--- config.mk ---
export PLATFORM = sky130hd
export DESIGN_NAME = npuarc_alb_dmp_ibp_wr_seq_flat
export DESIGN_NICKNAME = d
export VERILOG_FILES = /design/src/rtl/npuarc_alb_dmp_ibp_wr_seq_pkg.sv /design/src/rtl/npuarc_alb_dmp_ibp_wr_seq_if.sv /design/src/rtl/npuarc_alb_dmp_ibp_out_cnt.sv /design/src/rtl/npuarc_alb_dmp_ibp_wr_seq.sv /design/src/flat_wrapper.sv
export SDC_FILE = /design/constraint.sdc
export NUM_CORES = 1
export LEC_CHECK = 0
export BUFFER_PORTS_ARGS = -buffer_cell sky130_fd_sc_hd__buf_2
export CAP_MARGIN = 20
export CELL_PAD_IN_SITES_DETAIL_PLACEMENT = 2
export CELL_PAD_IN_SITES_GLOBAL_PLACEMENT = 2
export CORE_UTILIZATION = 23
export DETAILED_ROUTE_END_ITERATION = 12
export PLACE_DENSITY_LB_ADDON = 0.1
export SLEW_MARGIN = 0
export SYNTH_ARGS = -nofsm -noshare
export SYNTH_HDL_FRONTEND = slang
export SYNTH_HIERARCHICAL = 1
export SYNTH_SLANG_ARGS = --single-unit
--- constraint.sdc ---
create_clock -name clk -period 4.28 [get_ports clk]
set_input_delay 0.214 -clock clk [delete_from_list [all_inputs] [get_ports clk]]
set_output_delay 0.214 -clock clk [all_outputs]
set_load 0.02 [all_outputs]
--- src/rtl/npuarc_alb_dmp_ibp_wr_seq_pkg.sv ---
// Shared definitions for the DMP IBP sequencers: FSM state encoding and
// the outstanding-response counter width.
package npuarc_dmp_ibp_pkg;

    typedef enum logic [1:0] {
        IDLE = 2'd0,
        CMD  = 2'd1,
        DATA = 2'd2
    } seq_state_e;

    // Enough bits to hold 0..max_out inclusive.
    function automatic int out_cnt_w(input int max_out);
        return $clog2(max_out + 1);
    endfunction

endpackage

--- src/rtl/npuarc_alb_dmp_ibp_wr_seq_if.sv ---
// IBP write port: command channel, write-beat channel and write response.
interface npuarc_alb_dmp_ibp_wr_seq_if #(
    parameter int ADDR_W = 40,
    parameter int DATA_W = 64,
    parameter int LEN_W  = 4
);
    logic                  ibp_cmd_valid;
    logic                  ibp_cmd_accept;
    logic                  ibp_cmd_read;
    logic [ADDR_W-1:0]     ibp_cmd_addr;
    logic [LEN_W-1:0]      ibp_cmd_burst_size;
    logic                  ibp_wr_valid;
    logic                  ibp_wr_accept;
    logic [DATA_W-1:0]     ibp_wr_data;
    logic [DATA_W/8-1:0]   ibp_wr_mask;
    logic                  ibp_wr_last;
    logic                  ibp_wr_done;
    logic                  ibp_err_wr;
    logic                  ibp_wr_resp_accept;

    modport master (
        output ibp_cmd_valid, ibp_cmd_read, ibp_cmd_addr, ibp_cmd_burst_size,
               ibp_wr_valid, ibp_wr_data, ibp_wr_mask, ibp_wr_last,
               ibp_wr_resp_accept,
        input  ibp_cmd_accept, ibp_wr_accept, ibp_wr_done, ibp_err_wr
    );

    modport slave (
        input  ibp_cmd_valid, ibp_cmd_read, ibp_cmd_addr, ibp_cmd_burst_size,
               ibp_wr_valid, ibp_wr_data, ibp_wr_mask, ibp_wr_last,
               ibp_wr_resp_accept,
        output ibp_cmd_accept, ibp_wr_accept, ibp_wr_done, ibp_err_wr
    );
endinterface

--- src/rtl/npuarc_alb_dmp_ibp_out_cnt.sv ---
// Saturating up/down count of issued-but-unanswered transactions; flags a
// response that arrives when nothing is outstanding.
module npuarc_alb_dmp_ibp_out_cnt
    import npuarc_dmp_ibp_pkg::*;
#(
    parameter int MAX_OUT = 4,
    parameter int CNT_W   = out_cnt_w(MAX_OUT)
) (
    input  logic             clk,
    input  logic             rst_a,
    input  logic             inc,
    input  logic             resp,
    output logic [CNT_W-1:0] cnt,
    output logic             unexp_resp
);
    localparam logic [CNT_W-1:0] MAX_CNT = CNT_W'(MAX_OUT);

    logic [CNT_W-1:0] cnt_nxt;
    logic             stray;

    // NOTE: every always_comb output gets a default first so no path leaves it unassigned (no latch).
    always_comb begin
        cnt_nxt = cnt;
        stray   = 1'b0;
        if (inc && !resp) begin
            if (cnt != MAX_CNT) cnt_nxt = cnt + CNT_W'(1);
        end else if (resp && !inc) begin
            if (cnt == '0) stray   = 1'b1;
            else           cnt_nxt = cnt - CNT_W'(1);
        end
    end

    // NOTE: sequential state uses non-blocking assignment so all flops update from pre-edge values.
    always_ff @(posedge clk or posedge rst_a) begin
        if (rst_a) begin
            cnt        <= '0;
            unexp_resp <= 1'b0;
        end else begin
            cnt        <= cnt_nxt;
            unexp_resp <= stray;
        end
    end

endmodule

--- src/rtl/npuarc_alb_dmp_ibp_wr_seq.sv ---
// Turns one buffered write request plus its data stream into an IBP write
// command followed by len+1 beats, throttled by outstanding responses.
module npuarc_alb_dmp_ibp_wr_seq
    import npuarc_dmp_ibp_pkg::*;
#(
    parameter int ADDR_W  = 40,
    parameter int DATA_W  = 64,
    parameter int LEN_W   = 4,
    parameter int MAX_OUT = 4
) (
    input  logic                  clk,
    input  logic                  rst_a,
    input  logic                  req_valid,
    output logic                  req_ready,
    input  logic [ADDR_W-1:0]     req_addr,
    input  logic [LEN_W-1:0]      req_len,
    input  logic                  wd_valid,
    output logic                  wd_ready,
    input  logic [DATA_W-1:0]     wd_data,
    input  logic [DATA_W/8-1:0]   wd_mask,
    npuarc_alb_dmp_ibp_wr_seq_if.master ibp,
    output logic                  wr_err,
    output logic                  unexp_resp,
    output logic                  busy
);
    localparam int               CNT_W   = out_cnt_w(MAX_OUT);
    localparam logic [CNT_W-1:0] MAX_CNT = CNT_W'(MAX_OUT);

    seq_state_e        state_q, state_nxt;
    logic [ADDR_W-1:0] cmd_addr_q;
    logic [LEN_W-1:0]  cmd_len_q;
    logic [LEN_W-1:0]  beat_cnt_q;
    logic [CNT_W-1:0]  out_cnt;
    logic              wr_err_q;

    logic req_ready_c, cmd_valid_c, wr_valid_c, wd_ready_c, wr_last_c;
    logic req_hs, cmd_hs, beat_hs;

    always_comb begin
        state_nxt   = state_q;
        req_ready_c = 1'b0;
        cmd_valid_c = 1'b0;
        wr_valid_c  = 1'b0;
        wd_ready_c  = 1'b0;
        wr_last_c   = 1'b0;
        case (state_q)
            IDLE: begin
                // Gated by reset so ready stays low while rst_a is held.
                req_ready_c = !rst_a && (out_cnt < MAX_CNT);
                if (req_valid && req_ready_c) state_nxt = CMD;
            end
            CMD: begin
                cmd_valid_c = 1'b1;
                if (ibp.ibp_cmd_accept) state_nxt = DATA;
            end
            DATA: begin
                wr_valid_c = wd_valid;
                wd_ready_c = ibp.ibp_wr_accept;
                wr_last_c  = (beat_cnt_q == '0);
                if (wd_valid && ibp.ibp_wr_accept && wr_last_c) state_nxt = IDLE;
            end
            default: state_nxt = IDLE;
        endcase
    end

    assign req_hs  = req_valid && req_ready_c;
    assign cmd_hs  = cmd_valid_c && ibp.ibp_cmd_accept;
    assign beat_hs = wr_valid_c && wd_ready_c;

    always_ff @(posedge clk or posedge rst_a) begin
        if (rst_a) state_q <= IDLE;
        else       state_q <= state_nxt;
    end

    always_ff @(posedge clk or posedge rst_a) begin
        if (rst_a) begin
            cmd_addr_q <= '0;
            cmd_len_q  <= '0;
            beat_cnt_q <= '0;
            wr_err_q   <= 1'b0;
        end else begin
            if (req_hs) begin
                cmd_addr_q <= req_addr;
                cmd_len_q  <= req_len;
            end
            if (cmd_hs)       beat_cnt_q <= cmd_len_q;
            else if (beat_hs) beat_cnt_q <= beat_cnt_q - LEN_W'(1);
            wr_err_q <= ibp.ibp_err_wr;
        end
    end

    // Done and error together are a single response.
    npuarc_alb_dmp_ibp_out_cnt #(
        .MAX_OUT (MAX_OUT),
        .CNT_W   (CNT_W)
    ) u_out_cnt (
        .clk        (clk),
        .rst_a      (rst_a),
        .inc        (cmd_hs),
        .resp       (ibp.ibp_wr_done || ibp.ibp_err_wr),
        .cnt        (out_cnt),
        .unexp_resp (unexp_resp)
    );

    assign req_ready              = req_ready_c;
    assign wd_ready               = wd_ready_c;
    assign ibp.ibp_cmd_valid      = cmd_valid_c;
    assign ibp.ibp_cmd_read       = 1'b0;
    assign ibp.ibp_cmd_addr       = cmd_addr_q;
    assign ibp.ibp_cmd_burst_size = cmd_len_q;
    assign ibp.ibp_wr_valid       = wr_valid_c;
    assign ibp.ibp_wr_data        = wd_data;
    assign ibp.ibp_wr_mask        = wd_mask;
    assign ibp.ibp_wr_last        = wr_last_c;
    assign ibp.ibp_wr_resp_accept = 1'b1;
    assign wr_err                 = wr_err_q;
    assign busy                   = (state_q != IDLE) || (out_cnt != '0);

endmodule

--- src/flat_wrapper.sv ---
// flat-port wrapper written by rule: the top's interface ports become plain ports
module npuarc_alb_dmp_ibp_wr_seq_flat import npuarc_dmp_ibp_pkg::*;
#(
    parameter int ADDR_W  = 40,
    parameter int DATA_W  = 64,
    parameter int LEN_W   = 4,
    parameter int MAX_OUT = 4
)
  (clk, rst_a, req_valid, req_ready, req_addr, req_len, wd_valid, wd_ready, wd_data, wd_mask, wr_err, unexp_resp, busy, ibp_ibp_cmd_valid, ibp_ibp_cmd_read, ibp_ibp_cmd_addr, ibp_ibp_cmd_burst_size, ibp_ibp_wr_valid, ibp_ibp_wr_data, ibp_ibp_wr_mask, ibp_ibp_wr_last, ibp_ibp_wr_resp_accept, ibp_ibp_cmd_accept, ibp_ibp_wr_accept, ibp_ibp_wr_done, ibp_ibp_err_wr);
  npuarc_alb_dmp_ibp_wr_seq_if #(.ADDR_W(ADDR_W), .DATA_W(DATA_W), .LEN_W(LEN_W)) ibp_i ();
  input  logic clk;
  input  logic rst_a;
  input  logic req_valid;
  output logic req_ready;
  input  logic [ADDR_W-1:0] req_addr;
  input  logic [LEN_W-1:0] req_len;
  input  logic wd_valid;
  output logic wd_ready;
  input  logic [DATA_W-1:0] wd_data;
  input  logic [DATA_W/8-1:0] wd_mask;
  output logic wr_err;
  output logic unexp_resp;
  output logic busy;
  output wire logic [$bits(ibp_i.ibp_cmd_valid)-1:0] ibp_ibp_cmd_valid;
  output wire logic [$bits(ibp_i.ibp_cmd_read)-1:0] ibp_ibp_cmd_read;
  output wire logic [$bits(ibp_i.ibp_cmd_addr)-1:0] ibp_ibp_cmd_addr;
  output wire logic [$bits(ibp_i.ibp_cmd_burst_size)-1:0] ibp_ibp_cmd_burst_size;
  output wire logic [$bits(ibp_i.ibp_wr_valid)-1:0] ibp_ibp_wr_valid;
  output wire logic [$bits(ibp_i.ibp_wr_data)-1:0] ibp_ibp_wr_data;
  output wire logic [$bits(ibp_i.ibp_wr_mask)-1:0] ibp_ibp_wr_mask;
  output wire logic [$bits(ibp_i.ibp_wr_last)-1:0] ibp_ibp_wr_last;
  output wire logic [$bits(ibp_i.ibp_wr_resp_accept)-1:0] ibp_ibp_wr_resp_accept;
  input wire logic [$bits(ibp_i.ibp_cmd_accept)-1:0] ibp_ibp_cmd_accept;
  input wire logic [$bits(ibp_i.ibp_wr_accept)-1:0] ibp_ibp_wr_accept;
  input wire logic [$bits(ibp_i.ibp_wr_done)-1:0] ibp_ibp_wr_done;
  input wire logic [$bits(ibp_i.ibp_err_wr)-1:0] ibp_ibp_err_wr;
  assign ibp_ibp_cmd_valid = ibp_i.ibp_cmd_valid;
  assign ibp_ibp_cmd_read = ibp_i.ibp_cmd_read;
  assign ibp_ibp_cmd_addr = ibp_i.ibp_cmd_addr;
  assign ibp_ibp_cmd_burst_size = ibp_i.ibp_cmd_burst_size;
  assign ibp_ibp_wr_valid = ibp_i.ibp_wr_valid;
  assign ibp_ibp_wr_data = ibp_i.ibp_wr_data;
  assign ibp_ibp_wr_mask = ibp_i.ibp_wr_mask;
  assign ibp_ibp_wr_last = ibp_i.ibp_wr_last;
  assign ibp_ibp_wr_resp_accept = ibp_i.ibp_wr_resp_accept;
  assign ibp_i.ibp_cmd_accept = ibp_ibp_cmd_accept;
  assign ibp_i.ibp_wr_accept = ibp_ibp_wr_accept;
  assign ibp_i.ibp_wr_done = ibp_ibp_wr_done;
  assign ibp_i.ibp_err_wr = ibp_ibp_err_wr;
  npuarc_alb_dmp_ibp_wr_seq #(.ADDR_W(ADDR_W), .DATA_W(DATA_W), .LEN_W(LEN_W), .MAX_OUT(MAX_OUT)) u_core (.clk(clk), .rst_a(rst_a), .req_valid(req_valid), .req_ready(req_ready), .req_addr(req_addr), .req_len(req_len), .wd_valid(wd_valid), .wd_ready(wd_ready), .wd_data(wd_data), .wd_mask(wd_mask), .ibp(ibp_i), .wr_err(wr_err), .unexp_resp(unexp_resp), .busy(busy));
endmodule
Word-level counts from Yosys, hierarchy flattened. Index checks and enable logic that the tools add are counted.

Output and inout bits: 126. Flip-flop bits (word level): 55. Bits of input ports: 124. Logic and storage cells: 60.

Add/sub/neg operators: 3. Reduce and logical (&&, ||, !) cells: 23. $lt $le $gt $ge: 1. Muxes and demuxes: 18. Eq/ne operators: 8.

Operator list (count): 2-to-1 mux 3 bit (4); logical AND 1 bit (9); 2-to-1 mux 1 bit (8); 2-to-1 mux 4 bit (2); 2-to-1 mux 2 bit (3); != test 2 x 1 -> 1 bit, second input constant (3); case mux 2 bit (3 select lines) (1); AND reduction 3 bit (2); nonzero test 2 bit (3); logical NOT 4 bit (1); != test 2 bit, second input constant (2); subtractor 4 x 1 -> 4 bit, second input constant (1); adder 3 x 1 -> 3 bit, second input constant (1); logical NOT 1 bit (3); logical NOT 3 bit (1); less-than comparator 3 bit, second input constant (1); != test 3 bit, second input constant (1); nonzero test 3 bit (1); subtractor 3 x 1 -> 3 bit, second input constant (1); == test 2 x 1 -> 1 bit, second input constant (1); == test 2 bit, second input constant (1); logical NOT 2 bit (1); logical OR 1 bit (2).

Depth between registers and ports, before layout. Gate-level depths: netlist (run 1).

Word-level depth: 7. Depth in mapped cells: 8. Gate-level depth less buffers: 8.

Modules after synthesis. The synthesis (run 1) kept the hierarchy.

Modules (own cells, without submodules): npuarc_alb_dmp_ibp_wr_seq (area each 2795.2 um^2, cells each 212, instances 1, seq. area each 1276.2 um^2); npuarc_alb_dmp_ibp_out_cnt (area each 292.8 um^2, cells each 33, instances 1, seq. area each 100.1 um^2).

Least setup slack after synthesis (run 1). No wires, ideal clock.

Kind: flip-flop to flip-flop. Start point: register u_core.state_q[1]. End point: register u_core.u_out_cnt.cnt[2]. Data arrival time: 1.886 ns. Library setup time: 0.079 ns. Buffers on the path: 0. Cell stages (with the launch flop): 9. Slack: 2.314 ns. Period minus slack after synthesis: 1.966 ns. Data required time: 4.201 ns. Cell sequence: dfrtp_1 > nand3b_1 > inv_1 > ha_1 > xnor2_1 > ha_1 > a21oi_2 > mux2i_1 > a2bb2oi_1.

Word-level cells in the longest chain between the ends: 7. Elaborated cells between the ends (all ways): 11. Classes of those cells: eq/ne: 3; mux: 2; reduce/logical: 6.

RTL lines: start, declared (line npuarc_alb_dmp_ibp_wr_seq.sv:29) `seq_state_e state_q, state_nxt;`; start signal, assigned (line npuarc_alb_dmp_ibp_wr_seq.sv:72) `else state_q <= state_nxt;`; == test 2 x 1 -> 1 bit * (line npuarc_alb_dmp_ibp_wr_seq.sv:46) `case (state_q)`; 2-to-1 mux 1 bit * (line npuarc_alb_dmp_ibp_wr_seq.sv:46); logical AND 1 bit * (line npuarc_alb_dmp_ibp_wr_seq.sv:67) `assign cmd_hs = cmd_valid_c && ibp.ibp_cmd_accept;`; via u_core.cmd_hs (line npuarc_alb_dmp_ibp_wr_seq.sv:37) `logic req_hs, cmd_hs, beat_hs;`; logical NOT 1 bit (line npuarc_alb_dmp_ibp_out_cnt.sv:27) `end else if (resp && !inc) begin`; logical AND 1 bit (line npuarc_alb_dmp_ibp_out_cnt.sv:27); nonzero test 2 bit (no source line); AND reduction 3 bit (no source line); end signal, assigned (line npuarc_alb_dmp_ibp_out_cnt.sv:39) `cnt <= cnt_nxt;`; end, declared (line npuarc_alb_dmp_ibp_out_cnt.sv:13) `output logic [CNT_W-1:0] cnt,`.

The timed path passes the listed nets; every way through them passes the cells marked *. A chain may end at the register's enable or synchronous reset.

Worst setup path in the final report (run 1). Ends and elaborated chain as after synthesis.

==> results.cfg, run 1 <==
[place]
dpl_worst_slack_ps = 2000
place.gp.congestion = 0.6309
io_buffers = 103
dpl-instance-area_um2 = 3226
dpl.hpwl_um = 5039

[power_and_ir_drop]
p_switching_uw = 970.0
internal-power_mw = 1.605
p_comb_share_pct = 45.7
leakagePower_nw = 1.793
switching_share_pct = 37.67
power_density_nw_per_um2 = 759.1
pwr-share-clk_pct = 17.2
seqPwrFrac_pct = 37.1
peakVddDrop_mv = 0.2326

[setup_path]
crit_chain = nand3b_1 -> inv_1 -> ha_1 -> xnor2_1 -> ha_1 -> a21oi_2 -> mux2i_1 -> a2bb2oi_1
required_ps = 4500
ff2ff_path_depth = 8
critPathBufInv = 1
setup.worst_path.start = u_core/state_q[1]
crit_path_frequent_cell = ha_1
critPathKind = reg -> reg
worstPathMaxFanout = 8
critPathLaunchType = register
worstPathArrival_ps = 2470
worst-r2r-setup-slack_ps = 2030
reg2reg_from = u_core/state_q[1]
critical-path-top-delay-family = adder cells
r2r-end = u_core/u_out_cnt/cnt[2]
slowest_stage = dfrtp_1
slowest_delay_ps = 460
end_kind = register

[timing]
slew_viol_final = 0
setup_viol = 0
fmaxAchievable_mhz = 445.0
hold_viol = 0
post-route-period-util_pct = 52.50
tns_ps = 0
period_needed_ps = 2247
clock_skew_ps = 5.925
setup_slack_ps = 2033
worstMarginPinSlew_ps = 878.1
worst_hold_slack_ps = 30.39
grt_setup_unrepaired = false
slew_headroom_pct = 41.46

[route]
drc = 0
drt-pass1-iter-count = 4
drt_iter0_drc = 30
drt_wl_total_um = 6853
detail_route.wl_per_cell_um = 15.16
vias = 1811
vias_per_cell = 4.007
drtAntennaViolNets = 0

[floorplan]
ios = 250
die_area_um2 = 13890
die_y_um = 117.9
start_util_pct = 23.98
num_rows = 41
core_area_um2 = 12880
die_x_um = 117.9

[grt]
grt_pass1_wl_um = 11320
antenna_found_initial = 0
overflow = 0
grt_pass1_vias = 2032
grt_max_degree = 46
grt_usage_pct = 10.44

[clock_tree]
htree_levels = 2
clockRootBuffer = clkbuf_16
cts_post_setup_buffers_inserted = 0
cts.sinks = 55
cts_tree = built
clockBufferDepth = 2
cts_buffers = 5
cts_resized = 0
clk_pin_slew_worst_paths_ps = 70
clock_latency_ps = 290
hold_buffers = 1

[finish]
nets = 409
mostFrequentLayoutCells = buf_2 (103), dfrtp_1 (55), mux2_4 (39)
layout-drive-gt1-share_pct = 58.93
diodes = 0
final_util_pct = 26.34
syn2layout_area_growth_pct = 9.846
final_common_cell = buf_2
design_area_um2 = 3392

[synth]
avgSynthCellArea_um2 = 12.60
ys_types = 32
yosys_warnings = 6
synth_cells = 245
syn_area_um2 = 3088
yosysSeqAreaShare_pct = 44.57
ys_ff_latch = 55
synth_fp_nets = 375

[hold_path]
hold_depth = 1
hp-class = in -> reg
min_to = u_core/wr_err
worstHoldStart = ibp_ibp_err_wr

[run_status]
status = finished, final reports clean

[run]
maxCapViolCount = 0
==> metal layers <==
layer  part of all wire (%)  vias up  global-route usage, %
li1                       -      802                      -
met1                     42      881                  12.21
met2                     49       86                  17.21
met3                    6.9       42                  2.713
met4                    2.8        0                  6.090
met5                      0        -                      0
==> state kept, by name (all words and copies together), names as in the netlist <==
name,cells
u_core/ibp.ibp_cmd_addr,40
u_core/beat_cnt_q,4
u_core/ibp.ibp_cmd_burst_size,4
u_core/u_out_cnt/cnt,3
u_core/state_q,2
u_core/u_out_cnt/unexp_resp,1
u_core/wr_err,1
==> how the worst max path moves through the flow <==
stage	slack [ps]	cells after the start	endpoint
3_3_place_gp	2090	8	u_core/u_out_cnt/cnt[2]
6_report	2030	8	u_core/u_out_cnt/cnt[2]
2_1_floorplan	2310	8	u_core/u_out_cnt/cnt[2]
5_1_grt	1750	8	u_core/u_out_cnt/cnt[2]
3_5_place_dp	2000	8	u_core/u_out_cnt/cnt[2]
4_1_cts	1990	8	u_core/u_out_cnt/cnt[2]
==> stage by stage <==
stage | power [mW] | std cells
after floorplan | 1.877 | 245
after global placement | 2.155 | 443
after detailed placement | 2.167 | 443
after CTS | 2.642 | 452
after global routing | 2.758 | 452
final | 2.575 | 452
==> cell usage after synthesis <==
| cell | instances | share of area (%) |
|---|---|---|
| a31oi_1 | 1 | 0.20 |
| or3_1 | 1 | 0.20 |
| o22a_2 | 1 | 0.32 |
| nand2_1 | 7 | 0.85 |
| a221o_1 | 2 | 0.65 |
| xnor2_1 | 1 | 0.28 |
| buf_4 | 74 | 18 |
| xor2_1 | 1 | 0.28 |
| mux2_2 | 7 | 2.6 |
| nand3b_1 | 1 | 0.24 |
| nor2b_1 | 2 | 0.41 |
| nand2b_1 | 2 | 0.41 |
| or2_2 | 1 | 0.20 |
| dfrtp_1 | 55 | 45 |
| a21oi_2 | 1 | 0.28 |
| nor4_4 | 1 | 0.69 |
| o22ai_1 | 1 | 0.20 |
| conb_1 | 2 | 0.24 |
| and2_1 | 2 | 0.41 |
| nor2_1 | 6 | 0.73 |
| ha_1 | 6 | 2.4 |
| or3b_2 | 1 | 0.28 |
| mux2_4 | 39 | 19 |
| inv_1 | 9 | 1.1 |
| nor3b_1 | 2 | 0.49 |
| o21ai_0 | 6 | 0.97 |
| nand2_4 | 1 | 0.36 |
| nor3_1 | 3 | 0.49 |
| a2bb2oi_1 | 1 | 0.28 |
| buf_6 | 4 | 1.5 |
| nand4b_2 | 1 | 0.49 |
| mux2i_1 | 3 | 0.97 |
==> power groups by stage <==
| stage | registers, mW | clock network [mW] | logic, mW |
|---|---|---|---|
| detailed placement | 0.968 | 0 | 1.20 |
| global placement | 0.963 | 0 | 1.19 |
| global route | 1.00 | 0.487 | 1.27 |
| CTS | 0.964 | 0.474 | 1.20 |
| finish | 0.955 | 0.443 | 1.18 |
| floorplan | 1.21 | 0 | 0.670 |
==> worst reg2reg max path: stages (launching register included) <==
cell and delay, ps:
dfrtp_1 460, nand3b_1 280, inv_1 240, ha_1 330
xnor2_1 110, ha_1 190, a21oi_2 160, mux2i_1 230
a2bb2oi_1 160
==> layout make-up <==
cell class | count | area [um^2]
fillers | 1431 | 9484
repair buffers | 105 | 533.0
inverters | 9 | 33.78
clock buffers | 8 | 156.4
flip-flops and latches | 55 | 1376
well taps | 172 | 215.2
multi-input cells | 103 | 1077
==> logic make-up after synthesis <==
| group | share of synthesized area (%) |
|---|---|
| buffers and inverters | 20.54 |
| flip-flops | 44.57 |
| multiplexers | 22.49 |
| AND/OR/NAND/NOR | 6.240 |
| AO/OA/AOI/OAI | 2.918 |
| adder cells (fa/ha/maj) | 2.431 |
| other | 0.2432 |
| XOR/XNOR | 0.5674 |
No activity file was read; power rests on OpenSTA's default activity.
==> run 2, diff against run 1 <==
--- a/config.mk
+++ b/config.mk
@@ -9,7 +9,7 @@
 export CAP_MARGIN = 20
 export CELL_PAD_IN_SITES_DETAIL_PLACEMENT = 2
 export CELL_PAD_IN_SITES_GLOBAL_PLACEMENT = 2
-export CORE_UTILIZATION = 23
+export CORE_UTILIZATION = 20
 export DETAILED_ROUTE_END_ITERATION = 12
 export PLACE_DENSITY_LB_ADDON = 0.1
 export SLEW_MARGIN = 0
==> constraint.sdc (replaced) <==
create_clock -name clk -period 2 [get_ports clk]
set_input_delay 0.1 -clock clk [delete_from_list [all_inputs] [get_ports clk]]
set_output_delay 0.1 -clock clk [all_outputs]
set_load 0.02 [all_outputs]
==> run 2 against run 1 <==
Effect of this change:
- sequential share of layout area shrank 1.7 points
- flip-flop and latch count is the same
- hold slack lost 4.8 ps
- sequential power grew 110%
- cell count grew 6.2%
- final area grew 4.5%
- total power grew 120%
- die area grew 15%
- largest power group unchanged
- highest routed layer unchanged
==> results.cfg, run 2 (synthesis gave the netlist of run 1 again) <==
[floorplan]
die_area_um2 = 15940
die_x_um = 126.3
num_rows = 45
core_area_um2 = 15150
ios = 250
start_util_pct = 20.39
die_y_um = 126.3

[timing]
period_needed_ps = 1890
tns_ps = 0
hold_viol = 0
fmaxAchievable_mhz = 529.2
setup_viol = 0
slew_viol_final = 0
post-route-period-util_pct = 94.49
clock_skew_ps = 8.081
grt_setup_unrepaired = false

[grt]
grt_pass1_vias = 2077
grt_max_degree = 30
overflow = 0
grt_usage_pct = 9.265
grt_pass1_wl_um = 11330
antenna_found_initial = 0

[finish]
largest_reg_flops = 40
mostFrequentLayoutCells = buf_2 (102), dfrtp_1 (55), mux2_4 (39)
layout-drive-gt1-share_pct = 61.64
syn2layout_area_growth_pct = 14.75
diodes = 0
nets = 421
final_common_cell = buf_2

[power_and_ir_drop]
p_comb_share_pct = 47.1
peakVddDrop_mv = 0.4246
seqPwrFrac_pct = 35.8
power.total_mw = 5.577
p_switching_mw = 2.093
pwr-share-clk_pct = 17.1
power_density_nw_per_um2 = 1574
leakagePower_nw = 1.852
internal-power_mw = 3.484
switching_share_pct = 37.52

[setup_path]
critPathLaunchType = register
required_ps = 1900
crit_chain = inv_1 -> ha_1 -> or3b_2 -> nor3b_2 -> buf_4
critical-path-top-delay-family = simple AND/OR/NAND/NOR gates
end_kind = primary output
setup.worst_path.start = u_core/beat_cnt_q[0]
slowest_delay_ps = 470
worstPathMaxFanout = 4
critPathKind = reg -> out
slowest_stage = or3b_2
reg2reg_from = u_core/state_q[1]
critPathBufInv = 2
worstPathArrival_ps = 1790

[clock_tree]
htree_levels = 2
clock_latency_ps = 300
cts_buffers = 5
clockRootBuffer = clkbuf_16
clk_pin_slew_worst_paths_ps = 80
clockBufferDepth = 2
cts_tree = built
cts.sinks = 55

[place]
io_buffers = 103
dpl.hpwl_um = 5188
place.gp.congestion = 0.6367

[run]
maxCapViolCount = 0

[route]
dr_wl_met3_um = 580
drtAntennaViolNets = 0
drt_iter0_drc = 38
vias_per_cell = 3.825
detail_route.wl_per_cell_um = 14.78
met1_length_um = 3074
drc = 0
vias = 1836
drt_wl_total_um = 7093
drt-pass1-iter-count = 5
maxUsedRoutingLayer = met4
dr_wl_met2_um = 3335

[hold_path]
worstHoldStart = req_addr[10]
hp-class = in -> reg

[run_status]
status = finished, final reports clean
run 2: final timing paths:
kind / end / slack (ps) / cells past startpoint
worst max-delay path: ibp_ibp_wr_last / 110 / 5
worst min-delay path: u_core/ibp.ibp_cmd_addr[10] / 30 / 2
worst max register to register: u_core/u_out_cnt/cnt[2] / 230 / 8
worst min register to register: u_core/ibp.ibp_cmd_addr[27] / 500 / 1
max in group asynchronous: u_core/ibp.ibp_cmd_addr[28] / 1260 / 4
min in group asynchronous: u_core/u_out_cnt/cnt[1] / 310 / 3
run 2: area by class of cell:
cell class / instances / area, um^2
clock inverter: 1 / 7.507
inverter: 9 / 33.78
clock buffer: 7 / 152.6
sequential: 55 / 1376
timing repair buffer: 117 / 640.6
multi-input combinational: 103 / 1097
tap: 188 / 235.2
fill: 1679 / 11600
run 2: power by group through the flow:
stage          combinational, mW  clock, mW  sequential [mW]
2_1_floorplan               1.43          0             2.58
3_3_place_gp                2.65          0             2.02
3_5_place_dp                2.67          0             2.02
4_1_cts                     2.68       1.02             2.02
5_1_grt                     2.85       1.05             2.09
6_report                    2.63      0.954             2.00
run 2: per-layer routing:
metal / vias to the layer above / global-route usage (%)
met4: 0 / 3.544
met5: - / 0
met1: 906 / 10.95
met3: 15 / 3.568
li1: 827 / -
met2: 88 / 15.14
run 2: what timing repair did:
action	4_1_cts	5_1_grt
pin swaps	0	2
resized for setup	1	5
setup buffers	0	1
setup endpoints to repair	1	2
hold buffers	2	0
endpoints found under the hold margin	56	0
run 2: through the flow:
stage	cells	cell area, um^2	util, %	setup slack [ps]	hold slack (ps)
floorplan	245	3088	-	34.39	-133.9
global placement	469	3333	22.01	256.6	68.71
detailed placement	469	3333	22.01	222.7	64.94
CTS	479	3518	23.23	13.80	13.26
global route	480	3543	23.40	6.245	14.89
finish	480	3543	23.40	110.2	25.59
